===== config.mk =====
export PLATFORM = sky130hd
export DESIGN_NAME = bus_if
export DESIGN_NICKNAME = d
export VERILOG_FILES = /design/src/rtl/bus_if_pkg.sv /design/src/rtl/bus_if.sv
export SDC_FILE = /design/constraint.sdc
export NUM_CORES = 1
export LEC_CHECK = 0
export CAP_MARGIN = 25
export CORE_MARGIN = 2
export CORE_UTILIZATION = 36
export CTS_CLUSTER_DIAMETER = 60
export CTS_CLUSTER_SIZE = 24
export DETAILED_ROUTE_END_ITERATION = 6
export PLACE_DENSITY = 0.79
export SLEW_MARGIN = 20
export SYNTH_ARGS = -nofsm -noshare
export SYNTH_HDL_FRONTEND = slang
export SYNTH_SLANG_ARGS = --single-unit

===== constraint.sdc =====
create_clock -name clk -period 2 [get_ports clk]
set_clock_uncertainty 0.2 [all_clocks]
set_input_delay 0.4 -clock clk [delete_from_list [all_inputs] [get_ports clk]]
set_output_delay 0.4 -clock clk [all_outputs]
set_load 0.02 [all_outputs]

===== src/rtl/bus_if_pkg.sv =====
// -----------------------------------------------------------------------------
// bus_if_pkg
// Shared CPU definitions used by the bus interface unit:
//   - word / word-address widths
//   - read/write direction encoding
//   - active-low enable/disable levels for the *_ strobes
//   - bus interface state encoding (2 bits)
// -----------------------------------------------------------------------------
package bus_if_pkg;

    localparam int WORD_W      = 32;
    localparam int WORD_ADDR_W = 30;

    localparam logic READ  = 1'b1;
    localparam logic WRITE = 1'b0;

    localparam logic ENABLE_  = 1'b0;
    localparam logic DISABLE_ = 1'b1;

    typedef enum logic [1:0] {
        BUS_IF_IDLE   = 2'd0,
        BUS_IF_REQ    = 2'd1,
        BUS_IF_ACCESS = 2'd2,
        BUS_IF_STALL  = 2'd3
    } bus_if_state_t;

endpackage


===== src/rtl/bus_if.sv =====
// -----------------------------------------------------------------------------
// bus_if
// Bus interface unit between one CPU pipeline stage and the shared system bus.
// Accepts a single-word request from the stage, requests the bus from the
// arbiter, runs the address/data handshake and hands back read data.
//
// Parameters:
//   TIMEOUT_CYCLES  ACCESS cycles without slave ready before the access is
//                   abandoned (2..255). Only meaningful with BUS_TIMEOUT_EN.
//
// Optional feature macro:
//   BUS_TIMEOUT_EN  enables the ACCESS watchdog and the bus_err pulse.
//                   Without it bus_err is constant 0 and ACCESS waits forever.
//
// Ports:
//   clk, reset        clock, asynchronous active-low reset
//   stall, flush      stage control from the CPU control unit
//   addr, as_, rw,    stage request: word address, strobe (active-low),
//   wr_data           direction (1 = read), write data
//   rd_data, busy     read data to the stage, stage must hold while busy
//   bus_err           one-cycle pulse on an access timeout
//   bus_req_,         arbiter request (active-low) / grant (active-low)
//   bus_grnt_
//   bus_addr, bus_as_,bus address phase (registered)
//   bus_rw,
//   bus_wr_data
//   bus_rd_data,      slave read data / ready (active-low)
//   bus_rdy_
// -----------------------------------------------------------------------------
module bus_if
    import bus_if_pkg::*;
#(
    parameter int TIMEOUT_CYCLES = 255
) (
    input  logic                   clk,
    input  logic                   reset,
    input  logic                   stall,
    input  logic                   flush,
    input  logic [WORD_ADDR_W-1:0] addr,
    input  logic                   as_,
    input  logic                   rw,
    input  logic [WORD_W-1:0]      wr_data,
    output logic [WORD_W-1:0]      rd_data,
    output logic                   busy,
    output logic                   bus_err,
    output logic                   bus_req_,
    input  logic                   bus_grnt_,
    output logic [WORD_ADDR_W-1:0] bus_addr,
    output logic                   bus_as_,
    output logic                   bus_rw,
    output logic [WORD_W-1:0]      bus_wr_data,
    input  logic [WORD_W-1:0]      bus_rd_data,
    input  logic                   bus_rdy_
);

    if (TIMEOUT_CYCLES < 2 || TIMEOUT_CYCLES > 255) begin : g_timeout_range_check
        $error("bus_if: TIMEOUT_CYCLES must be in 2..255");
    end

    bus_if_state_t          state_r, state_s;
    logic                   bus_req_r, bus_req_s;
    logic                   bus_as_r, bus_as_s;
    logic                   bus_rw_r, bus_rw_s;
    logic [WORD_ADDR_W-1:0] bus_addr_r, bus_addr_s;
    logic [WORD_W-1:0]      bus_wr_data_r, bus_wr_data_s;
    logic [WORD_W-1:0]      rd_buf_r, rd_buf_s;
    logic                   timeout_s;

`ifdef BUS_TIMEOUT_EN
    // The watchdog fires on the ACCESS cycle whose increment would reach the
    // limit, so that cycle itself reports the error and releases the bus.
    localparam logic [7:0] TMO_LAST = 8'(TIMEOUT_CYCLES - 1);

    logic [7:0] tmo_cnt_r, tmo_cnt_s;

    // Watchdog counter: zero outside ACCESS, counts not-ready ACCESS cycles.
    always_comb begin
        tmo_cnt_s = 8'd0;
        timeout_s = 1'b0;
        if (state_r == BUS_IF_ACCESS && bus_rdy_ == DISABLE_) begin
            if (tmo_cnt_r == TMO_LAST) begin
                timeout_s = 1'b1;
            end else begin
                tmo_cnt_s = tmo_cnt_r + 8'd1;
            end
        end else begin
            tmo_cnt_s = 8'd0;
        end
    end

    // Watchdog counter register.
    always_ff @(posedge clk or negedge reset) begin
        if (!reset) begin
            tmo_cnt_r <= 8'd0;
        end else begin
            tmo_cnt_r <= tmo_cnt_s;
        end
    end

    assign bus_err = timeout_s;
`else
    assign timeout_s = 1'b0;
    assign bus_err   = 1'b0;
`endif

    // Next-state, next bus-register values and the combinational stage outputs.
    always_comb begin
        state_s       = state_r;
        bus_req_s     = bus_req_r;
        bus_as_s      = bus_as_r;
        bus_rw_s      = bus_rw_r;
        bus_addr_s    = bus_addr_r;
        bus_wr_data_s = bus_wr_data_r;
        rd_buf_s      = rd_buf_r;
        busy          = 1'b0;
        rd_data       = rd_buf_r;

        case (state_r)
            BUS_IF_IDLE: begin
                if (as_ == ENABLE_ && !flush) begin
                    busy      = 1'b1;
                    bus_req_s = ENABLE_;
                    state_s   = BUS_IF_REQ;
                end else begin
                    busy = 1'b0;
                end
            end

            BUS_IF_REQ: begin
                busy = 1'b1;
                // Flush wins over a grant arriving in the same cycle.
                if (flush) begin
                    bus_req_s = DISABLE_;
                    state_s   = BUS_IF_IDLE;
                end else if (bus_grnt_ == ENABLE_) begin
                    bus_addr_s    = addr;
                    bus_rw_s      = rw;
                    bus_wr_data_s = wr_data;
                    bus_as_s      = ENABLE_;
                    state_s       = BUS_IF_ACCESS;
                end else begin
                    state_s = BUS_IF_REQ;
                end
            end

            BUS_IF_ACCESS: begin
                // Address strobe is a single-cycle pulse; flush is ignored here
                // so a started bus cycle always runs to completion.
                bus_as_s = DISABLE_;
                if (bus_rdy_ == ENABLE_) begin
                    busy      = 1'b0;
                    rd_data   = bus_rd_data;
                    rd_buf_s  = bus_rd_data;
                    bus_req_s = DISABLE_;
                    state_s   = stall ? BUS_IF_STALL : BUS_IF_IDLE;
                end else if (timeout_s) begin
                    busy      = 1'b0;
                    rd_data   = {WORD_W{1'b0}};
                    bus_req_s = DISABLE_;
                    state_s   = BUS_IF_IDLE;
                end else begin
                    busy = 1'b1;
                end
            end

            BUS_IF_STALL: begin
                if (!stall) begin
                    state_s = BUS_IF_IDLE;
                end else begin
                    state_s = BUS_IF_STALL;
                end
            end

            default: begin
                state_s = BUS_IF_IDLE;
            end
        endcase
    end

    // State and bus-side registers.
    always_ff @(posedge clk or negedge reset) begin
        if (!reset) begin
            state_r       <= BUS_IF_IDLE;
            bus_req_r     <= DISABLE_;
            bus_as_r      <= DISABLE_;
            bus_rw_r      <= READ;
            bus_addr_r    <= {WORD_ADDR_W{1'b0}};
            bus_wr_data_r <= {WORD_W{1'b0}};
            rd_buf_r      <= {WORD_W{1'b0}};
        end else begin
            state_r       <= state_s;
            bus_req_r     <= bus_req_s;
            bus_as_r      <= bus_as_s;
            bus_rw_r      <= bus_rw_s;
            bus_addr_r    <= bus_addr_s;
            bus_wr_data_r <= bus_wr_data_s;
            rd_buf_r      <= rd_buf_s;
        end
    end

    assign bus_req_    = bus_req_r;
    assign bus_as_     = bus_as_r;
    assign bus_rw      = bus_rw_r;
    assign bus_addr    = bus_addr_r;
    assign bus_wr_data = bus_wr_data_r;

endmodule


==> results by group <==
Outcome
  – Outcome: finished with violations
  – Failing checks: negative setup slack

Route
  – Routed wire per std cell: 18.3 microns
  – Final wirelength: 11,600 microns
  – DRC violations left: 0
  – Total number of vias: 2,924
  – Drt first pass iters: 4
  – Violation count after the first detailed-route iteration: 89
  – Via/cell ratio: 4.60
  – ANT nets after route: 0

Clock tree
  – TritonCTS clock tree: done
  – Number of buffers created by CTS: 9
  – H-tree depth: 3
  – Worst skew pair latency: 0.35 ns
  – Clock slew seen by the registers of the worst setup and hold paths: 0.09 ns
  – CTS root buf: clkbuf_8
  – CTS Sinks: 99
  – CTS max path bufs: 2

Setup path
  – Worst setup SP type: register
  – Worst-path fanout max: 6
  – Setup CP Type: register to primary output
  – Worst path arrival time: 1.82 ns
  – Worst EP required: 1.40 ns
  – CP endpoint kind: primary output

Timing
  – Final Max Slew Viols: 0
  – Slew headroom: 65.7%
  – Slack of the critical path: -0.422 ns
  – Period minus WS final: 2.42 ns
  – Achievable Freq: 413 MHz
  – RSZ-0062 raised after global routing: true
  – Worst slew pin tran: 0.514 ns
  – Final hold vios: 0
  – Setup_tns: -17.00 ns
  – Hold Slack: 0.308 ns
  – Fin crit share: 121%
  – Final Setup Violations: 86

Power
  – Tot Pwr: 11.7 mW
  – Cell Pwr Density: 1580 mW/mm^2
  – Leak Pwr: 3.45 nW
  – Peak VDD IR: 0.733 mV

Final layout
  – Synthesis-to-layout area growth: 84.9%
  – Final Util: 68.1%
  – Footprint of the multi-input gates: 0.00164 sq mm
  – Layout filler cell count: 789
  – Design area: 0.00739 sq mm
  – Seq. cell area: 0.00248 sq mm
  – Most frequent cells in the layout: clkdlybuf4s50_1, dfrtp_1, mux2_4
  – Share of layout cells above drive strength 1: 43.6%
  – Final nets: 599
  – Commonest non-fill, non-tap cell in the layout: clkdlybuf4s50_1
  – # diodes: 0
  – Fin cells: 635

Logic synthesis
  – Yosys warnings: 0
  – Post-Syn Area: 0.00400 sq mm
  – Sequential-to-total area share from yosys stat: 62.1%
  – Post-synthesis cell type count: 24
  – Syn Area/Cell: 16.9 sq um
  – Post-Syn Instances: 236
  – #FFs+latches synth: 99
  – Synth Net Count: 345

Global routing
  – First-pass GRT wire length: 17,400 microns
  – Initial antenna violation count: 0
  – Grt total ovfl: 0
  – GRT Overall Usage: 19.4%
  – Largest net degree at the start of global routing: 100
  – Number of global-route vias before repair: 3,233

Placement
  – Placed cell areas: 0.00628 sq mm
  – Placer Congestion: 0.746
  – DP Cell Count: 578
  – IO buf count: 199
  – Dpl hpwl: 7090 microns
  – Pre-CTS WS: -0.778 ns

Floorplanning
  – Boundary Pins: 201
  – Initial Util: 36.9%
  – Die Height: 109 microns
  – Die width: 109 microns
  – Row cnt: 38
  – Core area: 0.0108 sq mm
  – Die area: 0.0120 sq mm

Job
  – Max-cap violations: 0

Min path
  – Hold Crit Class: register to register
routing by layer:
| metal | vias to the layer above | share of wire (%) | track usage, % |
|---|---|---|---|
| met2 | 103 | 54 | 34.4 |
| met3 | 8 | 6.5 | 5.63 |
| met1 | 1482 | 39 | 23.1 |
| li1 | 1331 | - | - |
| met5 | - | 0 | 0 |
| met4 | 0 | 0.72 | 4.79 |
synthesized netlist by cell type (all sizes together):
| cell | number | area (sq um) |
|---|---|---|
| nor3b | 1 | 12.5 |
| a311o | 1 | 10.0 |
| mux2 | 98 | 1140 |
| nand2b | 2 | 12.5 |
| nand2 | 2 | 7.51 |
| dfstp | 3 | 78.8 |
| mux2i | 2 | 20.0 |
| clkbuf | 1 | 5.00 |
| nand4b | 1 | 8.76 |
| o21a | 1 | 7.51 |
| ha | 7 | 87.6 |
| inv | 3 | 11.3 |
| nor2 | 3 | 11.3 |
| dfrtp | 96 | 2400 |
| o21ai | 1 | 5.00 |
| o21bai | 1 | 11.3 |
| conb | 1 | 3.75 |
| buf | 11 | 154 |
| a221oi | 1 | 8.76 |
layout make-up:
cell class	instances	area share (%)
timing repair buffer	255	38.8
sequential	99	33.6
multi-input combinational	122	22.2
tap	140	2.37
clock buffer	13	2.15
clock inverter	3	0.627
inverter	3	0.220
logic make-up (layout without fill, tap and decap cells):
| family | Yosys count | count (layout) | share of synthesized area (%) |
|---|---|---|---|
| adders and majority gates | 7 | 7 | 2.19 |
| AOI/OAI and AO/OA | 5 | 5 | 1.06 |
| other | 1 | 1 | 0.0939 |
| muxes | 100 | 100 | 29.0 |
| buffers and inverters | 15 | 274 | 4.26 |
| DFF | 99 | 99 | 62.1 |
| and+or+nand+nor | 9 | 9 | 1.32 |
sequential cells by signal, indices dropped and copies added (netlist names):
name and cells:
bus_addr 30, bus_as_ 1, bus_req_ 1, bus_rw 1, bus_wr_data 32, rd_buf_r 32
state_r 2
critical path: stages (launching register included):
cell	delay [ns]
dfrtp_1	0.40
inv_2	0.08
ha_4	0.15
nand2b_4	0.11
buf_12	0.15
buf_12	0.13
mux2_4	0.31
buf_6	0.14
timing repair:
item | 4_1_cts | 5_1_grt
gates cloned | 13 | 1
hold endpoints to repair | 96 | 0
resized for setup | 249 | 32
endpoints found under the setup margin | 99 | 105
buffers inserted | 23 | 12
pin swaps | 3 | 4
hold buffers | 1 | 0
report_power, final:
part | internal (mW) | leakage, nW | switching (mW)
logic | 3.98 | 2.16 | 2.87
clock network | 0.652 | 0.0998 | 0.680
registers | 3.03 | 1.19 | 0.475
total | 7.66 | 3.45 | 4.03
worst paths after layout:
path / slack [ns] / end / from / depth (start not counted)
setup / recovery: -0.42 / rd_data[2] / state_r[0]$_DFFE_PN0P_ / 7
hold / removal: 0.31 / rd_buf_r[19]$_DFF_PN0_ / rd_buf_r[19]$_DFF_PN0_ / 1
setup reg to reg: -0.18 / bus_wr_data[2]$_DFFE_PN0P_ / state_r[1]$_DFFE_PN0P_ / 8
hold reg to reg: 0.31 / rd_buf_r[19]$_DFF_PN0_ / rd_buf_r[19]$_DFF_PN0_ / 1
max in group asynchronous: 0.75 / bus_rw$_DFFE_PN1P_ / reset / 3
min in group asynchronous: 0.45 / bus_wr_data[6]$_DFFE_PN0P_ / reset / 3
No activity file was read; power rests on OpenSTA's default activity.
